## src/rtl/printf_decimal_formatter.sv

```systemverilog
// -----------------------------------------------------------------------------
// printf_decimal_formatter
//
// Takes one unsigned binary sample per input handshake and turns it into a
// decimal ASCII line for the debug character sink. The value is converted with
// a sequential shift-add-3 (double-dabble) engine. Leading zeros are dropped
// and the line ends with a newline (0x0A), which is flagged with out_last.
//
// Ports
//   clock      : sole clock, rising edge
//   reset      : asynchronous active-low reset, released synchronously
//   in_valid   : sample offered
//   in_ready   : block can take a sample (high only while idle)
//   in_data    : WIDTH-bit unsigned sample
//   out_valid  : ASCII character available
//   out_ready  : sink accepts the character
//   out_data   : ASCII character
//   out_last   : final character (newline) of the line
//   busy       : any state other than idle
//   state_dbg  : current FSM state encoding, for checkers
//
// Handshake semantics (both interfaces): a transfer happens on a rising edge
// where valid and ready are both high. Once out_valid is high it stays high,
// with out_data/out_last frozen, until the transfer; out_valid never depends
// combinationally on out_ready. in_valid while busy is dropped, not queued.
//
// Parameters
//   WIDTH  : sample width (10 for the debug counter)
//   DIGITS : BCD digits held; must cover 2^WIDTH-1 (4 digits hold 1023)
// -----------------------------------------------------------------------------
module printf_decimal_formatter #(
  parameter int WIDTH  = 10,
  parameter int DIGITS = 4
) (
  input  logic             clock,
  input  logic             reset,
  input  logic             in_valid,
  output logic             in_ready,
  input  logic [WIDTH-1:0] in_data,
  output logic             out_valid,
  input  logic             out_ready,
  output logic [7:0]       out_data,
  output logic             out_last,
  output logic             busy,
  output logic [2:0]       state_dbg
);

  localparam int BCDW = 4 * DIGITS;
  localparam int CNTW = $clog2(WIDTH + 1);
  localparam int IDXW = (DIGITS > 1) ? $clog2(DIGITS) : 1;

  typedef enum logic [2:0] {
    S_IDLE    = 3'd0,
    S_CONVERT = 3'd1,
    S_LOCATE  = 3'd2,
    S_EMIT    = 3'd3,
    S_EOL     = 3'd4
  } state_t;

  state_t                 state;
  logic [WIDTH-1:0]       shift_q;
  logic [BCDW-1:0]        bcd_q;
  logic [CNTW-1:0]        iter_q;
  logic [IDXW-1:0]        idx_q;

  logic [BCDW-1:0]        bcd_adj;
  logic [BCDW+WIDTH-1:0]  shifted;
  logic [IDXW-1:0]        top_idx;
  logic [IDXW-1:0]        idx_dec;

  assign state_dbg = state;

  // Add-3 step: every nibble >= 5 gets +3 before the shift, so it carries
  // correctly into the next decimal digit. The add wraps inside the nibble.
  always_comb begin
    bcd_adj = bcd_q;
    for (int i = 0; i < DIGITS; i++) begin
      if (bcd_q[4*i +: 4] >= 4'd5) begin
        bcd_adj[4*i +: 4] = bcd_q[4*i +: 4] + 4'd3;
      end
    end
  end

  // {bcd, shift} moves left as one vector; the sample MSB enters the BCD LSB.
  assign shifted = {bcd_adj, shift_q} << 1;

  // Highest nonzero nibble. Stays 0 when every nibble is zero so that the
  // value 0 still prints a single "0".
  always_comb begin
    top_idx = '0;
    for (int i = 0; i < DIGITS; i++) begin
      if (bcd_q[4*i +: 4] != 4'd0) begin
        top_idx = IDXW'(i);
      end
    end
  end

  assign idx_dec = idx_q - IDXW'(1);

  function automatic logic [7:0] digit_char(input logic [BCDW-1:0] bcd,
                                            input logic [IDXW-1:0] idx);
    return 8'h30 + {4'h0, bcd[4*idx +: 4]};
  endfunction

  always_ff @(posedge clock or negedge reset) begin
    if (!reset) begin
      state     <= S_IDLE;
      in_ready  <= 1'b0;
      out_valid <= 1'b0;
      out_data  <= 8'h00;
      out_last  <= 1'b0;
      busy      <= 1'b0;
      shift_q   <= '0;
      bcd_q     <= '0;
      iter_q    <= '0;
      idx_q     <= '0;
    end else begin
      case (state)
        S_IDLE: begin
          if (in_valid && in_ready) begin
            shift_q  <= in_data;
            bcd_q    <= '0;
            iter_q   <= '0;
            in_ready <= 1'b0;
            busy     <= 1'b1;
            state    <= S_CONVERT;
          end else begin
            // in_ready comes up on the first edge after reset release
            in_ready <= 1'b1;
          end
        end

        S_CONVERT: begin
          bcd_q   <= shifted[BCDW+WIDTH-1:WIDTH];
          shift_q <= shifted[WIDTH-1:0];
          iter_q  <= iter_q + CNTW'(1);
          if (iter_q == CNTW'(WIDTH - 1)) begin
            state <= S_LOCATE;
          end
        end

        S_LOCATE: begin
          idx_q     <= top_idx;
          out_valid <= 1'b1;
          out_data  <= digit_char(bcd_q, top_idx);
          out_last  <= 1'b0;
          state     <= S_EMIT;
        end

        S_EMIT: begin
          if (out_ready) begin
            if (idx_q == '0) begin
              out_data <= 8'h0A;
              out_last <= 1'b1;
              state    <= S_EOL;
            end else begin
              // interior zeros are printed like any other digit
              idx_q    <= idx_dec;
              out_data <= digit_char(bcd_q, idx_dec);
            end
          end
        end

        S_EOL: begin
          if (out_ready) begin
            out_valid <= 1'b0;
            out_data  <= 8'h00;
            out_last  <= 1'b0;
            busy      <= 1'b0;
            in_ready  <= 1'b1;
            state     <= S_IDLE;
          end
        end

        default: begin
          state     <= S_IDLE;
          in_ready  <= 1'b0;
          out_valid <= 1'b0;
          out_data  <= 8'h00;
          out_last  <= 1'b0;
          busy      <= 1'b0;
        end
      endcase
    end
  end

endmodule

```

## config.mk

```make
export PLATFORM = sky130hd
export DESIGN_NAME = printf_decimal_formatter
export DESIGN_NICKNAME = d
export VERILOG_FILES = /design/src/rtl/printf_decimal_formatter.sv
export SDC_FILE = /design/constraint.sdc
export NUM_CORES = 1
export LEC_CHECK = 0
export ABC_AREA = 1
export CORE_MARGIN = 3
export CORE_UTILIZATION = 46
export CTS_BUF_LIST = sky130_fd_sc_hd__clkbuf_16
export DETAILED_ROUTE_END_ITERATION = 6
export PLACE_DENSITY = 0.7
export SETUP_SLACK_MARGIN = 0.02
export SYNTH_ARGS = -nofsm -noshare
export SYNTH_HDL_FRONTEND = slang
export SYNTH_SLANG_ARGS = --single-unit
```

## constraint.sdc

```tcl
create_clock -name clock -period 1.4 [get_ports clock]
set_clock_uncertainty 0.1 [all_clocks]
set_input_delay 0.14 -clock clock [delete_from_list [all_inputs] [get_ports clock]]
set_output_delay 0.14 -clock clock [all_outputs]
set_load 0.005 [all_outputs]
```

==> results.rst <==
.. list-table::
   :header-rows: 1

   * - Metric
     - Value
   * - MaxCap Viol Count
     - 0
   * - Final WS setup
     - -294 ps
   * - Die Span Y
     - 80.9 µm
   * - Sequential area share after synthesis
     - 0.427
   * - GRT Util Overall
     - 0.242
   * - Number of rows created at floorplan
     - 26
   * - Most common cell in the synthesized netlist
     - nand2_1
   * - RSZ-0062 raised after global routing
     - true
   * - Worst hold slack
     - 189 ps
   * - Number of cells after detailed placement
     - 481
   * - Area share of the largest cell type after synthesis
     - 0.427
   * - Initial antenna violation count
     - 0
   * - Syn. warnings
     - 0
   * - Drt first-iter violations
     - about 230
   * - DRC viols
     - 0
   * - Final-layout fill cell count
     - 239
   * - Endpoint kind of the worst setup timing path
     - flip-flop
   * - Crit path DAT
     - 1810 ps
   * - Average wire per standard cell
     - 19.4 µm
   * - Largest cells by area after synthesis
     - dfrtp_1 (43%), o21ai_0 (8.9%), nand2_1 (7.4%)
   * - H-tree depth reported by CTS
     - 2
   * - Count of vias placed by the detailed router
     - ~3100
   * - Unique masters post-synth
     - 28
   * - Clock tree sinks
     - between 40 and 50
   * - Area growth, synth to finish
     - 80.7%
   * - Area of the multi-input gates
     - 1890 µm²
   * - Top cells by instance count after synthesis
     - nand2_1 (51), o21ai_0 (46), dfrtp_1 (44)
   * - I/O pins
     - 29
   * - Core box area
     - between 5000 and 6000 µm²
   * - Failing checks
     - setup timing
   * - Largest fanout of any net on the critical path
     - 5
   * - Starting density of the core
     - 0.490
   * - Clk buf depth
     - 2
   * - Number of synthesized register bits
     - 44
   * - Max-slew violations
     - 0
   * - Synthesized netlist cell count
     - about 330
   * - Most instantiated flip-flop cell in the synthesis netlist
     - dfrtp_1
   * - Die X-Extent
     - about 81 µm
   * - Leftover overflow at the end of global routing
     - 0
   * - Type of origin of the critical path
     - flip-flop
   * - Number of flops mapped to enable cells by yosys
     - 0
   * - Iteration count of the initial detailed-routing pass
     - 5
   * - Final number of setup-violating endpoints
     - 42
   * - Antenna cells
     - 0
   * - Area of all placed cells without fillers
     - 4660 µm²
   * - Routed vias/inst
     - between 5 and 6
   * - Final Net Count
     - roughly 480
   * - CTS clk-pin slew, worst paths
     - 70 ps
   * - Global-route wire length before repair
     - ~12000 µm
   * - Leading area contributor after synthesis
     - dfrtp_1
   * - Total cell area at the placement stage
     - 3430 µm²
   * - Port bufs
     - 26
   * - Post-DP HPWL
     - 4700 µm
   * - Weighted congestion reported at the end of routability-driven placement
     - 0.895
   * - Data required, critical path
     - 1510 ps
   * - Buffer type at the clock tree root
     - clkbuf_16
   * - Async set-reset flop share out of synthesis
     - 1.00
   * - Summed negative setup slack over all endpoints
     - -5580 ps
   * - Register Area
     - 1100 µm²
   * - Post-layout instance count excluding filler cells
     - 528
   * - WS Path Type
     - reg -> reg
   * - Achievable Freq
     - around 0.59 GHz
   * - Final count of hold timing violations
     - 0
   * - Post-synthesis area per instance
     - between 7 and 8 µm²
   * - Share of cells above drive strength 1
     - 0.539
   * - Synthesized area
     - between 2000 and 3000 µm²
   * - Count of nets left with antenna violations after detail routing
     - 0
   * - Class of the tightest hold or removal check
     - in -> async
   * - Maximum number of pins on one net before global-route repair
     - 32
   * - Clock tree from TritonCTS
     - done
   * - Detailed-route wire length
     - about 10000 µm
   * - Insertion delay of the later-clocked pin in the worst-skew pair
     - 290 ps
   * - DIE AREA
     - around 6500 µm²
   * - Result of the run
     - finished, violations left
   * - Number of CTS-inserted buffers
     - 5
   * - Via count of the first global-routing pass
     - 2671
   * - Period utilization
     - 1.21
   * - Post-layout min period
     - 1690 ps
## flip-flops by register name, indices dropped and copies added, names as in the netlist
register   flops
idx_q          2
bcd_q         16
in_ready       1
out_data       5
busy           1
state_dbg      3
out_last       1
out_valid      1
shift_q       10
iter_q         4
## repair_timing
action | CTS | global route
setup buffers | 15 | 15
gates resized for setup | 83 | 132
hold buffers | 1 | 0
cloned | 2 | 6
pin swaps | 24 | 36
hold endpoints to repair | 35 | 0
setup endpoints to repair | 48 | 51
## path summary, 6_finish.rpt
path                                end  startpoint  cells past startpoint  slack [ps]
min reg2reg                   out_valid   out_valid                      2         420
max in group asynchronous  state_dbg[0]       reset                      3         490
max reg2reg                 out_data[0]    bcd_q[9]                     11        -290
min in group clock           shift_q[9]  in_data[9]                      3         360
min                            bcd_q[3]       reset                      2         190
max                         out_data[0]    bcd_q[9]                     11        -290
## per-layer routing
metal / GRT usage / vias up / wire, µm
met5: 0 / - / 0
met4: 0.0963 / 0 / 438
met3: 0.0510 / 50 / 576
met2: 0.416 / 136 / 5330
met1: 0.295 / 1499 / 3920
li1: - / 1369 / -
## cells in the final DEF, fill, tap and decap left out, types with 12 or more instances in the layout
master / instances
dfrtp_1: 41
nor2_4: 18
inv_2: 15
a21oi_2: 18
o21ai_2: 19
nor2_1: 21
a21oi_1: 13
o21ai_1: 23
nand2_2: 13
buf_6: 20
inv_1: 17
clkdlybuf4s50_1: 12
buf_4: 67
nand2_1: 35
## critical path, stage by stage, from the launching register on
cell and delay [ps]:
dfrtp_1 400, inv_2 130, ha_4 170, nand2_4 50
nor2_4 170, buf_6 120, inv_2 40, nand2_1 70
nand2_1 110, nand2_2 80, a21oi_2 50, nor2_1 110
## stage by stage
step                worst slack, ps   util
floorplan                     -38.8      -
global placement               -156  0.651
detailed placement             -215  0.651
CTS                            -119  0.745
global route                   -371  0.885
finish                         -294  0.885
## area by class of cell
class / count / area share
Multi-Input combinational cell: 242 / 0.405
Timing Repair Buffer: 126 / 0.269
Inverter: 38 / 0.0343
Sequential cell: 44 / 0.237
Tap cell: 70 / 0.0188
Clock buffer: 5 / 0.0268
Clock inverter: 3 / 0.00912
## cell families after synthesis
kind of cell    after synthesis  share of synthesized area
fa+ha+maj                    13                     0.0630
simple gates                131                      0.227
flops                        44                      0.427
other cells                   1                    0.00145
xor+xnor                      2                    0.00679
buf+inv                      49                     0.0848
compound gates               94                      0.190
Power is left out: the tool's default activity adds up to more than one toggle a clock period on the data nets, which glitch-free logic cannot reach.
